## src/rtl/lsl_pipe_pkg.sv

```systemverilog
// Shared helpers for the pipelined logarithmic left shifter: log2 sizing and
// the parameter legality check used at elaboration.
package lsl_pipe_pkg;

    function automatic int clog2(input int value);
        int result;
        int span;
        result = 0;
        span   = 1;
        while (span < value) begin
            span   = span * 2;
            result = result + 1;
        end
        return result;
    endfunction

    // WIDTH must be a power of two (>= 2) and LOGW its exact log2.
    function automatic bit lsl_params_ok(input int width, input int logw);
        return (width >= 2) && ((width & (width - 1)) == 0) && (logw == clog2(width));
    endfunction

endpackage

```

## src/rtl/lsl_stage.sv

```systemverilog
// One power-of-two shift stage with a one-slot valid/ready register slice.
// Shift amount arrives right-aligned; bit 0 selects this stage's shift.
module lsl_stage
    import lsl_pipe_pkg::*;
#(
    parameter int WIDTH = 4,
    parameter int SHIFT = 1,
    parameter int SW    = 2
) (
    input  logic             CLK,
    input  logic             ASYNCRESETN,
    input  logic             src_valid,
    output logic             src_ready,
    input  logic [WIDTH-1:0] src_d,
    input  logic [SW-1:0]    src_s,
    input  logic             src_c,
    output logic             dst_valid,
    input  logic             dst_ready,
    output logic [WIDTH-1:0] dst_d,
    output logic [SW-1:0]    dst_s,
    output logic             dst_c
);

    logic             load;
    logic [WIDTH-1:0] next_d;
    logic [SW-1:0]    next_s;
    logic             next_c;

    // The slot may refill when it is empty or when its content leaves this cycle.
    assign load      = !dst_valid || dst_ready;
    assign src_ready = ASYNCRESETN && load;

    always_comb begin
        next_d = src_d;
        next_c = src_c;
        next_s = src_s >> 1;
        if (src_s[0]) begin
            next_d = src_d << SHIFT;
            next_c = src_c | (|src_d[WIDTH-1 -: SHIFT]);
        end
    end

    always_ff @(posedge CLK or negedge ASYNCRESETN) begin
        if (!ASYNCRESETN) begin
            dst_valid <= 1'b0;
            dst_d     <= '0;
            dst_s     <= '0;
            dst_c     <= 1'b0;
        end else begin
            if (load) begin
                dst_valid <= src_valid;
            end
            // Payload only moves with a real operand so empty slots never pick up junk.
            if (load && src_valid) begin
                dst_d <= next_d;
                dst_s <= next_s;
                dst_c <= next_c;
            end
        end
    end

endmodule

```

## src/rtl/lsl_pipe.sv

```systemverilog
// Registered, flow-controlled logarithmic left shifter: LOGW shift stages,
// each followed by a register slice, one operation per cycle.
module lsl_pipe
    import lsl_pipe_pkg::*;
#(
    parameter int WIDTH = 4,
    parameter int LOGW  = 2
) (
    input  logic             CLK,
    input  logic             ASYNCRESETN,
    input  logic             I_VALID,
    output logic             I_READY,
    input  logic [WIDTH-1:0] I,
    input  logic [LOGW-1:0]  S,
    output logic             O_VALID,
    input  logic             O_READY,
    output logic [WIDTH-1:0] O,
    output logic             C
);

    typedef struct packed {
        logic [WIDTH-1:0] d;
        logic [LOGW-1:0]  s;
        logic             c;
    } stage_t;

    generate
        if (!lsl_params_ok(WIDTH, LOGW)) begin : g_bad_params
            $error("lsl_pipe: WIDTH must be a power of two >= 2 and LOGW must equal log2(WIDTH)");
        end
    endgenerate

    // Index k is the input of stage k; index LOGW is the output of the last stage.
    stage_t slot  [LOGW+1];
    logic   valid [LOGW+1];
    logic   ready [LOGW+1];

    assign slot[0]     = '{d: I, s: S, c: 1'b0};
    assign valid[0]    = I_VALID;
    assign I_READY     = ready[0];
    assign ready[LOGW] = O_READY;

    // Ready ripples combinationally from the output back to the input, so a full
    // pipe accepts and emits in the same cycle without bubbles.
    for (genvar k = 0; k < LOGW; k++) begin : g_stage
        lsl_stage #(
            .WIDTH (WIDTH),
            .SHIFT (1 << k),
            .SW    (LOGW)
        ) u_stage (
            .CLK         (CLK),
            .ASYNCRESETN (ASYNCRESETN),
            .src_valid   (valid[k]),
            .src_ready   (ready[k]),
            .src_d       (slot[k].d),
            .src_s       (slot[k].s),
            .src_c       (slot[k].c),
            .dst_valid   (valid[k+1]),
            .dst_ready   (ready[k+1]),
            .dst_d       (slot[k+1].d),
            .dst_s       (slot[k+1].s),
            .dst_c       (slot[k+1].c)
        );
    end

    assign O_VALID = valid[LOGW];
    assign O       = slot[LOGW].d;
    assign C       = slot[LOGW].c;

endmodule

```

## config.mk

```make
export PLATFORM = sky130hd
export DESIGN_NAME = lsl_pipe
export DESIGN_NICKNAME = d
export VERILOG_FILES = /design/src/rtl/lsl_pipe_pkg.sv /design/src/rtl/lsl_stage.sv /design/src/rtl/lsl_pipe.sv
export SDC_FILE = /design/constraint.sdc
export NUM_CORES = 1
export LEC_CHECK = 0
export BUFFER_PORTS_ARGS = -buffer_cell sky130_fd_sc_hd__buf_2
export CORE_ASPECT_RATIO = 1.2
export CORE_MARGIN = 2
export CORE_UTILIZATION = 45
export DETAILED_ROUTE_END_ITERATION = 12
export GPL_TIMING_DRIVEN = 0
export HOLD_SLACK_MARGIN = 0.1
export MAX_ROUTING_LAYER = met4
export PLACE_DENSITY = 0.71
export SYNTH_ARGS = -nofsm -noshare
export SYNTH_HDL_FRONTEND = slang
export SYNTH_HIERARCHICAL = 1
export SYNTH_SLANG_ARGS = --single-unit
```

## constraint.sdc

```tcl
create_clock -name CLK -period 1.34 [get_ports CLK]
set_input_delay 0.268 -clock CLK [delete_from_list [all_inputs] [get_ports CLK]]
set_output_delay 0.268 -clock CLK [all_outputs]
set_load 0.02 [all_outputs]
```

==> results of run 1 <==
area by class of cell:
cell class,instances,area [sq um],share of cell area
plain buffers,4,42.54,0.04985
multi-input cells,37,316.6,0.3710
flip-flops and latches,13,326.6,0.3827
inverters,1,3.754,0.004399
clock buffers,4,26.28,0.03079
well taps,17,21.27,0.02493
repair buffers,19,116.4,0.1364
worst max-delay path, stage by stage (launching register included):
cell	delay (ns)
dfrtp_2	0.39
nand2b_4	0.06
and2_4	0.13
nand2b_4	0.14
buf_6	0.11
and2_4	0.13
buf_6	0.12
routing by layer:
| layer | GRT usage | vias to the layer above | part of all wire |
|---|---|---|---|
| met5 | - | - | 0 |
| met4 | 0.08276 | 0 | 0.0052 |
| met3 | 0.02844 | 2 | 0.049 |
| met2 | 0.2557 | 13 | 0.50 |
| met1 | 0.1896 | 215 | 0.44 |
| li1 | - | 238 | - |
report_power, final:
group | switching, mW | leakage [nW] | internal (mW)
Clock | 0.125 | 0.0150 | 0.115
Sequential | 0.0603 | 0.145 | 0.471
Combinational | 0.170 | 0.254 | 0.182
Total | 0.355 | 0.414 | 0.768
cell usage in the layout, fill, tap and decap left out, types with 2 or more instances in the layout:
cell	count
buf_2	13
dfrtp_1	12
a31oi_1	6
mux2i_1	5
a21oi_1	5
mux2_4	4
buf_4	4
clkbuf_4	3
buf_6	3
a21oi_2	3
nand2b_4	2
and2_4	2
nand2b_1	2
nand2_4	2
nor2b_1	2
registers in the layout, summed over array words and instances (netlist names):
name and cells:
g_stage.u_stage/dst_valid 2, g_stage.u_stage/dst_d 8, g_stage.u_stage/dst_c 2, g_stage.u_stage/dst_s 1
path summary, 6_finish.rpt:
kind                                                             to  slack, ns                                      from  cells after the start
max                                                         I_READY      -0.26  g_stage[1].u_stage/dst_valid$_DFFE_PN0N_                      6
min                         g_stage[0].u_stage/dst_s[0]$_DFFE_PN0P_       0.22                                      S[1]                      2
max reg2reg                 g_stage[0].u_stage/dst_s[0]$_DFFE_PN0P_       0.04  g_stage[1].u_stage/dst_valid$_DFFE_PN0N_                      6
min reg2reg                 g_stage[1].u_stage/dst_d[0]$_DFFE_PN0P_       0.51   g_stage[1].u_stage/dst_d[0]$_DFFE_PN0P_                      1
max in group asynchronous  g_stage[1].u_stage/dst_valid$_DFFE_PN0N_       0.36                               ASYNCRESETN                      2
min in group asynchronous   g_stage[1].u_stage/dst_d[3]$_DFFE_PN0P_       0.56                               ASYNCRESETN                      2
per-stage QoR:
step / setup slack [ns] / setup TNS, ns / utilization / hold slack, ns / area [sq um]
final: -0.2622 / -0.2622 / 0.5982 / 0.2246 / 853.3
after global routing: -0.3111 / -0.4319 / 0.5982 / 0.2223 / 853.3
after CTS: -0.2932 / -0.2932 / 0.5798 / 0.2147 / 827.0
after detailed placement: -0.2473 / -0.4957 / 0.5500 / 0.1804 / 784.5
after global placement: -0.2385 / -0.3706 / 0.5500 / 0.1787 / 784.5
after floorplan: -0.1068 / -0.1245 / - / -0.02759 / 693.2
timing repair:
action / in CTS / in global routing
setup buffers: 2 / 3
resized for setup: 2 / 3
endpoints found under the setup margin: 3 / 5
hold buffers: 1 / 0
endpoints found under the hold margin: 13 / 0
==> summary.txt, run 1 <==
Status
  • Outcome: finished, violations left
  • Failing checks: negative setup slack

Placed design
  • Final HPWL DP: 827.3 microns
  • Placed cell count: 87
  • Final GP Congestion: 0.6777
  • PortBufs: 14

STA
  • Rel. slew slack: 0.6058
  • Final setup viols: 1
  • Slew Limit Fails: 0
  • Final hold vios: 0
  • Fmax: 624.1 MHz
  • Crit path time final: 1.602 ns
  • Final Cycle Share: 1.196
  • RSZ-0062 raised after global routing: true
  • Worst-Margin Slew: 0.5893 ns
  • Worst setup margin: -0.2622 ns
  • Worst Clk Skew: 0.003475 ns

Flow run
  • Max cap viols: 0

Cells and area
  • Share of cells above drive strength 1: 0.5000
  • N_diodes: 0
  • Area growth from synthesis to layout: 24.23%
  • Fill cell count: 139
  • Nets: 89
  • Final instance count without filler cells: 95

Power
  • Lkg Pwr: 0.4140 nW
  • Total Power: 1.122 mW
  • Cell Pwr Density: 1315 nW/um^2
  • Maximum vdd drop: 750.3 uV

Route
  • Vias per cell: 4.926
  • DR WL/cell: 12.14 microns
  • Pre-Repair DR Iteration Count: 4
  • Initial DRC count: 13
  • Via count: 468
  • Final WL: 1.153 mm
  • Antenna Violating Nets Remaining: 0
  • DRC viols: 0

Worst hold path
  • Min-Delay Path Class: primary input to flip-flop

Floorplanning
  • Initial core utilization: 0.4816
  • # rows: 15
  • Die ar.: 1856 sq um
  • Die X: 39.67 microns
  • Core ar.: 1426 sq um
  • I/O pin cnt: 17
  • Chip height: 46.80 microns

Critical path
  • Required @ worst endpoint: 1.07 ns
  • Critical path arrival: 1.33 ns
  • CP Capture Type: output port
  • Startpoint Class: flip-flop
  • CP max FO: 2
  • WS Path Type: flip-flop to output port

Logic synthesis
  • Mapped cell area: 686.9 sq um
  • Ys Warns: 6
  • Post-Syn Instances: 56
  • Syn nets: 66
  • Average instance area after synthesis: 12.27 sq um

Clock tree
  • Clock latency on the worst-skew pair: 0.27 ns
  • Clock Tree Buf Depth: 2
  • CTS Buf Count: 3
  • CTS tree: done
  • Number of H-tree levels: 1
  • Clk slew on worst S/H paths: 0.08 ns
  • Clk root buf: clkbuf_4
  • Clock sink count: 13

Global route
  • Vias in the first global route: 426
  • Initial antenna violation count: 0
  • Largest net degree at the start of global routing: 14
  • GRT Overall Usage: 0.1599
  • First-pass GRT wire length: 1.883 mm
  • Congestion Overflow GR: 0
No activity file was read; power rests on OpenSTA's default activity.
==> inputs of run 2 (changes only) <==
--- a/config.mk
+++ b/config.mk
@@ -9,11 +9,13 @@
 export CORE_ASPECT_RATIO = 1.2
 export CORE_MARGIN = 2
 export CORE_UTILIZATION = 45
+export CTS_BUF_LIST = sky130_fd_sc_hd__clkbuf_4 sky130_fd_sc_hd__clkbuf_8 sky130_fd_sc_hd__clkbuf_16
 export DETAILED_ROUTE_END_ITERATION = 12
 export GPL_TIMING_DRIVEN = 0
 export HOLD_SLACK_MARGIN = 0.1
 export MAX_ROUTING_LAYER = met4
 export PLACE_DENSITY = 0.71
+export SKIP_LAST_GASP = 1
 export SYNTH_ARGS = -nofsm -noshare
 export SYNTH_HDL_FRONTEND = slang
 export SYNTH_HIERARCHICAL = 1
==> summary.txt, run 2 (synthesized netlist as in run 1, its figures left out) <==
Route
  • Initial DRC count: 10 (-3)
  • DRC viols: 0 (unchanged)
  • Vias per cell: 4.947 (+0.43%)
  • Pre-Repair DR Iteration Count: 3 (-1)
  • DR WL/cell: 12.18 microns (+0.35%)
  • WL met3: 59 microns (+3.5%)
  • Met2 WL: 585 microns (+1.0%)
  • Final WL: 1.157 mm (+0.35%)
  • Antenna Violating Nets Remaining: 0 (unchanged)
  • Top Metal Used: met4
  • Via count: 470 (+0.43%)
  • DRT met1 WL: 505 microns (-0.98%)

Floorplanning
  • Die X: 39.67 microns (unchanged)
  • # rows: 15 (unchanged)
  • Core ar.: 1426 sq um (unchanged)
  • Die ar.: 1856 sq um (unchanged)
  • Chip height: 46.80 microns (unchanged)
  • I/O pin cnt: 17 (unchanged)
  • Initial core utilization: 0.4816 (unchanged)

Critical path
  • Required @ worst endpoint: 1.07 ns (about the same)
  • Critical-path cell list: nand2b_4 > and2_4 > nand2b_4 > buf_6 > and2_4 > buf_6
  • Crit-path slowest cell: dfrtp_2
  • CP max FO: 2 (unchanged)
  • Startpoint Class: flip-flop
  • Critical path arrival: 1.33 ns (about the same)
  • Critical path's largest stage delay: 0.39 ns (about the same)
  • WS Path Type: flip-flop to output port
  • CP Capture Type: output port

STA
  • Worst setup margin: -0.2615 ns (+0.0007370 ns)
  • Final hold vios: 0 (unchanged)
  • Final setup TNS: -0.2615 ns (+0.0007370 ns)
  • Worst Clk Skew: 0.003385 ns (-0.00008929 ns)
  • Crit path time final: 1.601 ns (-0.0007370 ns)
  • RSZ-0062 raised after global routing: true
  • Final setup viols: 1 (unchanged)
  • Rel. slew slack: 0.6049 (-0.0009680)
  • Worst-Margin Slew: 0.5908 ns (+0.001448 ns)
  • Final Cycle Share: 1.195 (about the same)
  • Slew Limit Fails: 0 (unchanged)
  • Fmax: 624.4 MHz (about the same)

Cells and area
  • Share of cells above drive strength 1: 0.5128 (+0.01282)
  • Number of flip-flops in the largest register: 8 (unchanged)
  • Fill cell count: 137 (-1.4%)
  • Area growth from synthesis to layout: 24.77%
  • Most frequent cells in the layout: buf_2 (13), dfrtp_1 (12), a31oi_1 (6)
  • Commonest non-fill, non-tap cell in the layout: buf_2
  • N_diodes: 0 (unchanged)
  • Largest regs: g_stage.u_stage/dst_d: 8 flops, g_stage.u_stage/dst_c: 2 flops, g_stage.u_stage/dst_valid: 2 flops
  • Final design utilization: 0.6009 (+0.002631)
  • Top reg by flops: g_stage.u_stage/dst_d
  • Nets: 89 (unchanged)

Status
  • Outcome: finished, violations left
  • Failing checks: negative setup slack

Global route
  • GRT Overall Usage: 0.1599 (unchanged)
  • Vias in the first global route: 426 (unchanged)
  • First-pass GRT wire length: 1.883 mm (unchanged)
  • Congestion Overflow GR: 0 (unchanged)
  • Initial antenna violation count: 0 (unchanged)
  • Largest net degree at the start of global routing: 14 (unchanged)

Flow run
  • Max cap viols: 0 (unchanged)

Placed design
  • Final GP Congestion: 0.6777 (unchanged)
  • PortBufs: 14 (unchanged)
  • Final HPWL DP: 827.3 microns (unchanged)

Clock tree
  • Clk root buf: clkbuf_4
  • Clock latency on the worst-skew pair: 0.27 ns (about the same)
  • CTS tree: done
  • Clk slew on worst S/H paths: 0.08 ns (about the same)
  • CTS Buf Count: 3 (unchanged)
  • Clock sink count: 13 (unchanged)
  • Number of H-tree levels: 1 (unchanged)
  • Clock Tree Buf Depth: 2 (unchanged)

Power
  • Maximum vdd drop: 750.4 uV (about the same)
  • Lkg Pwr: 0.4174 nW (+0.83%)
  • Total Power: 1.143 mW (+1.8%)
  • Cell Pwr Density: 1333 nW/um^2 (+1.4%)

Worst hold path
  • Min-Delay Path Class: primary input to flip-flop
[run 2: area by class of cell]
type	instances	area (sq um)	share of cell area
sequential	13	326.6	0.3810
multi-input combinational	37	316.6	0.3693
timing repair buffer	19	116.4	0.1358
buffer	4	42.54	0.04964
clock buffer	4	30.03	0.03504
tap	17	21.27	0.02482
inverter	1	3.754	0.004380
[run 2: per-layer routing]
layer / track usage / up-vias
met5: - / -
met4: 0.08276 / 0
met3: 0.02844 / 2
met2: 0.2557 / 15
met1: 0.1896 / 215
li1: - / 238
[run 2: worst paths after layout]
check                                                           end                                      from  cells after the start  slack [ns]
setup / recovery                                            I_READY  g_stage[1].u_stage/dst_valid$_DFFE_PN0N_                      6       -0.26
max in group asynchronous  g_stage[1].u_stage/dst_valid$_DFFE_PN0N_                               ASYNCRESETN                      2        0.35
setup reg to reg            g_stage[0].u_stage/dst_s[0]$_DFFE_PN0P_  g_stage[1].u_stage/dst_valid$_DFFE_PN0N_                      6        0.04
hold reg to reg             g_stage[1].u_stage/dst_d[0]$_DFFE_PN0P_   g_stage[1].u_stage/dst_d[0]$_DFFE_PN0P_                      1        0.51
hold / removal              g_stage[0].u_stage/dst_s[0]$_DFFE_PN0P_                                      S[1]                      2        0.22
min in group asynchronous   g_stage[1].u_stage/dst_d[3]$_DFFE_PN0P_                               ASYNCRESETN                      2        0.57
[run 2: what timing repair did]
item | in CTS | in global routing
gates resized for setup | 2 | 3
endpoints found under the hold margin | 13 | 0
setup buffers | 2 | 3
endpoints found under the setup margin | 3 | 5
hold buffers | 1 | 0
[run 2: power by group]
group          switching (mW)  internal [mW]
sequential             0.0602          0.471
clock                   0.125          0.135
combinational           0.170          0.182
total                   0.355          0.788
[run 2: critical path, delay by kind of cell, from the launching register on]
kind	cells	cell delay, ns
and+or+nand+nor	4	0.46
DFF	1	0.39
buffers and inverters	2	0.23
[run 2: through the flow]
step                      hold WS, ns  setup WS (ns)  std cells  area, sq um
after floorplan              -0.02759        -0.1068         56        693.2
after global placement         0.1787        -0.2385         87        784.5
after detailed placement       0.1804        -0.2473         87        784.5
after CTS                      0.2147        -0.2923         93        830.8
after global routing           0.2223        -0.3124         95        857.1
final                          0.2246        -0.2615         95        857.1
==> inputs of run 3 (changes only) <==
--- a/config.mk
+++ b/config.mk
@@ -5,8 +5,8 @@
 export SDC_FILE = /design/constraint.sdc
 export NUM_CORES = 1
 export LEC_CHECK = 0
+export ABC_AREA = 1
 export BUFFER_PORTS_ARGS = -buffer_cell sky130_fd_sc_hd__buf_2
-export CORE_ASPECT_RATIO = 1.2
 export CORE_MARGIN = 2
 export CORE_UTILIZATION = 45
 export CTS_BUF_LIST = sky130_fd_sc_hd__clkbuf_4 sky130_fd_sc_hd__clkbuf_8 sky130_fd_sc_hd__clkbuf_16
@@ -14,7 +14,7 @@
 export GPL_TIMING_DRIVEN = 0
 export HOLD_SLACK_MARGIN = 0.1
 export MAX_ROUTING_LAYER = met4
-export PLACE_DENSITY = 0.71
+export PLACE_DENSITY = 0.79
 export SKIP_LAST_GASP = 1
 export SYNTH_ARGS = -nofsm -noshare
 export SYNTH_HDL_FRONTEND = slang
==> summary.txt, run 3 <==
Clock tree
  • Clk slew on worst S/H paths: 0.08 ns (about the same)
  • Clock Tree Buf Depth: 2 (unchanged)
  • Clock sink count: 13 (unchanged)
  • CTS Buf Count: 3 (unchanged)
  • CTS tree: done
  • Clk root buf: clkbuf_4
  • Number of H-tree levels: 1 (unchanged)
  • Clock latency on the worst-skew pair: 0.28 ns (about the same)

Cells and area
  • Nets: 120 (+35%)
  • Top reg by flops: g_stage.u_stage/dst_d
  • N_diodes: 0 (unchanged)
  • Area growth from synthesis to layout: 26.64%
  • Largest regs: g_stage.u_stage/dst_d: 8 flops, g_stage.u_stage/dst_c: 2 flops, g_stage.u_stage/dst_valid: 2 flops
  • Most frequent cells in the layout: nand2_1 (50), buf_2 (15), dfrtp_1 (13)
  • Number of flip-flops in the largest register: 8 (unchanged)
  • Fill cell count: 135 (-1.5%)
  • Commonest non-fill, non-tap cell in the layout: nand2_1
  • Finished Cell Area: 797.0 sq um (-7.0%)
  • Share of cells above drive strength 1: 0.2752 (-0.2376)
  • Final design utilization: 0.6125 (+0.01162)

STA
  • Final setup viols: 2 (+1)
  • Worst setup margin: -0.04207 ns (+0.2194 ns)
  • Crit path time final: 1.382 ns (-0.2194 ns)
  • Final hold vios: 0 (unchanged)
  • Rel. slew slack: 0.6224 (+0.01758)
  • Final setup TNS: -0.06030 ns (+0.2012 ns)
  • Fmax: 723.6 MHz (+16%)
  • Hold Slack: 0.2217 ns (-0.002899 ns)
  • Worst-Margin Slew: 0.5645 ns (-0.02628 ns)
  • RSZ-0062 raised after global routing: true
  • Slew Limit Fails: 0 (unchanged)
  • Final Cycle Share: 1.031 (-0.1637)
  • Worst Clk Skew: 0.004748 ns (+0.001363 ns)

Floorplanning
  • I/O pin cnt: 17 (unchanged)
  • Core ar.: 1301 sq um (-8.8%)
  • Chip height: 41.40 microns (-12%)
  • # rows: 13 (-2)
  • Initial core utilization: 0.4837 (+0.002075)
  • Die ar.: 1714 sq um (-7.7%)
  • Die X: 41.40 microns (+4.4%)

Critical path
  • Critical-path cell list: a21boi_2 > inv_1 > a21boi_1 > buf_4
  • R2R cell count: 7 (+1)
  • CP Capture Type: output port
  • Startpoint Class: flip-flop
  • R2r endpoint: g_stage[0].u_stage/dst_d[1]$_DFFE_PN0P_
  • Critical path arrival: 1.11 ns (-0.22 ns)
  • CP startpoint: g_stage[1].u_stage/dst_valid$_DFFE_PN0N_
  • Worst R2R Setup Slack: 0.17 ns (+0.13 ns)
  • Critical path's largest stage delay: 0.41 ns (+0.02 ns)
  • CP max FO: 2 (unchanged)
  • Worst reg2reg startpoint: g_stage[1].u_stage/dst_valid$_DFFE_PN0N_
  • WS Path Type: flip-flop to output port
  • Crit-path slowest cell: dfrtp_1
  • Critical path destination: I_READY
  • Required @ worst endpoint: 1.07 ns (about the same)

Route
  • DRC viols: 0 (unchanged)
  • Antenna Violating Nets Remaining: 0 (unchanged)
  • Final WL: 1.148 mm (-0.78%)
  • Via count: 565 (+20%)
  • DR WL/cell: 9.258 microns (-24%)
  • Initial DRC count: 4 (-6)
  • DRT met1 WL: 517 microns (+2.4%)
  • Vias per cell: 4.556 (-7.9%)
  • Met2 WL: 557 microns (-4.8%)
  • Top Metal Used: met4
  • Pre-Repair DR Iteration Count: 4 (+1)
  • WL met3: 37 microns (-37%)

Logic synthesis
  • Average instance area after synthesis: 7.404 sq um (-40%)
  • Ys Warns: 6 (unchanged)
  • Post-Syn Instances: 85 (+52%)
  • Mapped cell area: 629.4 sq um (-8.4%)
  • Syn nets: 95 (+44%)

Status
  • Outcome: finished, violations left
  • Failing checks: negative setup slack

Placed design
  • Final HPWL DP: 870.5 microns (+5.2%)
  • Placed Instance Area: 728.2 sq um (-7.2%)
  • Final GP Congestion: 0.7365 (+8.7%)
  • PortBufs: 16 (+2)

Global route
  • Congestion Overflow GR: 0 (unchanged)
  • GRT Overall Usage: 0.1889 (+0.02902)
  • First-pass GRT wire length: 1.911 mm (+1.5%)
  • Vias in the first global route: 486 (+14%)
  • Initial antenna violation count: 0 (unchanged)
  • Largest net degree at the start of global routing: 14 (unchanged)

Worst hold path
  • Min-Delay Path Class: primary input to flip-flop

Power
  • Maximum vdd drop: 582.7 uV (-22%)
  • Lkg Pwr: 0.4732 nW (+13%)
  • Cell Pwr Density: 1394 nW/um^2 (+4.6%)

Flow run
  • Max cap viols: 0 (unchanged)
## run 3: worst min-delay path by stage
stage                startpoint                                  endpoint  slack, ns  depth (start not counted)
floorplan           ASYNCRESETN      g_stage[0].u_stage/dst_c$_DFFE_PN0P_      -0.03                          0
global placement    ASYNCRESETN  g_stage[1].u_stage/dst_valid$_DFFE_PN0N_       0.17                          1
detailed placement  ASYNCRESETN  g_stage[1].u_stage/dst_valid$_DFFE_PN0N_       0.17                          1
CTS                        S[1]   g_stage[0].u_stage/dst_s[0]$_DFFE_PN0P_       0.22                          3
global route               S[1]   g_stage[0].u_stage/dst_s[0]$_DFFE_PN0P_       0.24                          3
finish                     S[1]   g_stage[0].u_stage/dst_s[0]$_DFFE_PN0P_       0.22                          3
## run 3: through the flow
step	total power, mW	instances	setup WS, ns
after detailed placement	0.8371	116	-0.09397
after CTS	1.108	123	-0.05224
final	1.111	124	-0.04207
after global routing	1.195	124	-0.1431
after global placement	0.8247	116	-0.07154
after floorplan	0.7323	85	0.004272
## run 3: cell type report
cell class	count	area (sq um)	share of cell area
multi-input combinational	63	271.5	0.3407
tap	15	18.77	0.02355
clock buffer	4	30.03	0.03768
timing repair buffer	20	115.1	0.1444
sequential	13	325.3	0.4082
inverter	9	36.28	0.04553
## run 3: what timing repair did
| action | 4_1_cts | 5_1_grt |
|---|---|---|
| setup buffers | 2 | 1 |
| endpoints found under the hold margin | 13 | 0 |
| endpoints found under the setup margin | 1 | 2 |
| hold buffers | 1 | 0 |
| pin swaps | 1 | 0 |
| gates cloned | 0 | 0 |
| gates resized for setup | 2 | 1 |
## run 3: worst max-delay path, delay by kind of cell (launching register included)
family	cells	cell delay [ns]
DFF	1	0.41
AOI/OAI and AO/OA	2	0.23
buffers and inverters	2	0.20
## run 3: routing by layer
metal / vias to the layer above / GRT usage
met5: - / -
met4: 0 / 0.1694
met3: 4 / 0.03191
met2: 15 / 0.3047
met1: 243 / 0.1967
li1: 303 / -
## run 3: report_power, final
group / internal (mW) / switching (mW)
sequential: 0.474 / 0.0556
clock: 0.136 / 0.127
combinational: 0.124 / 0.195
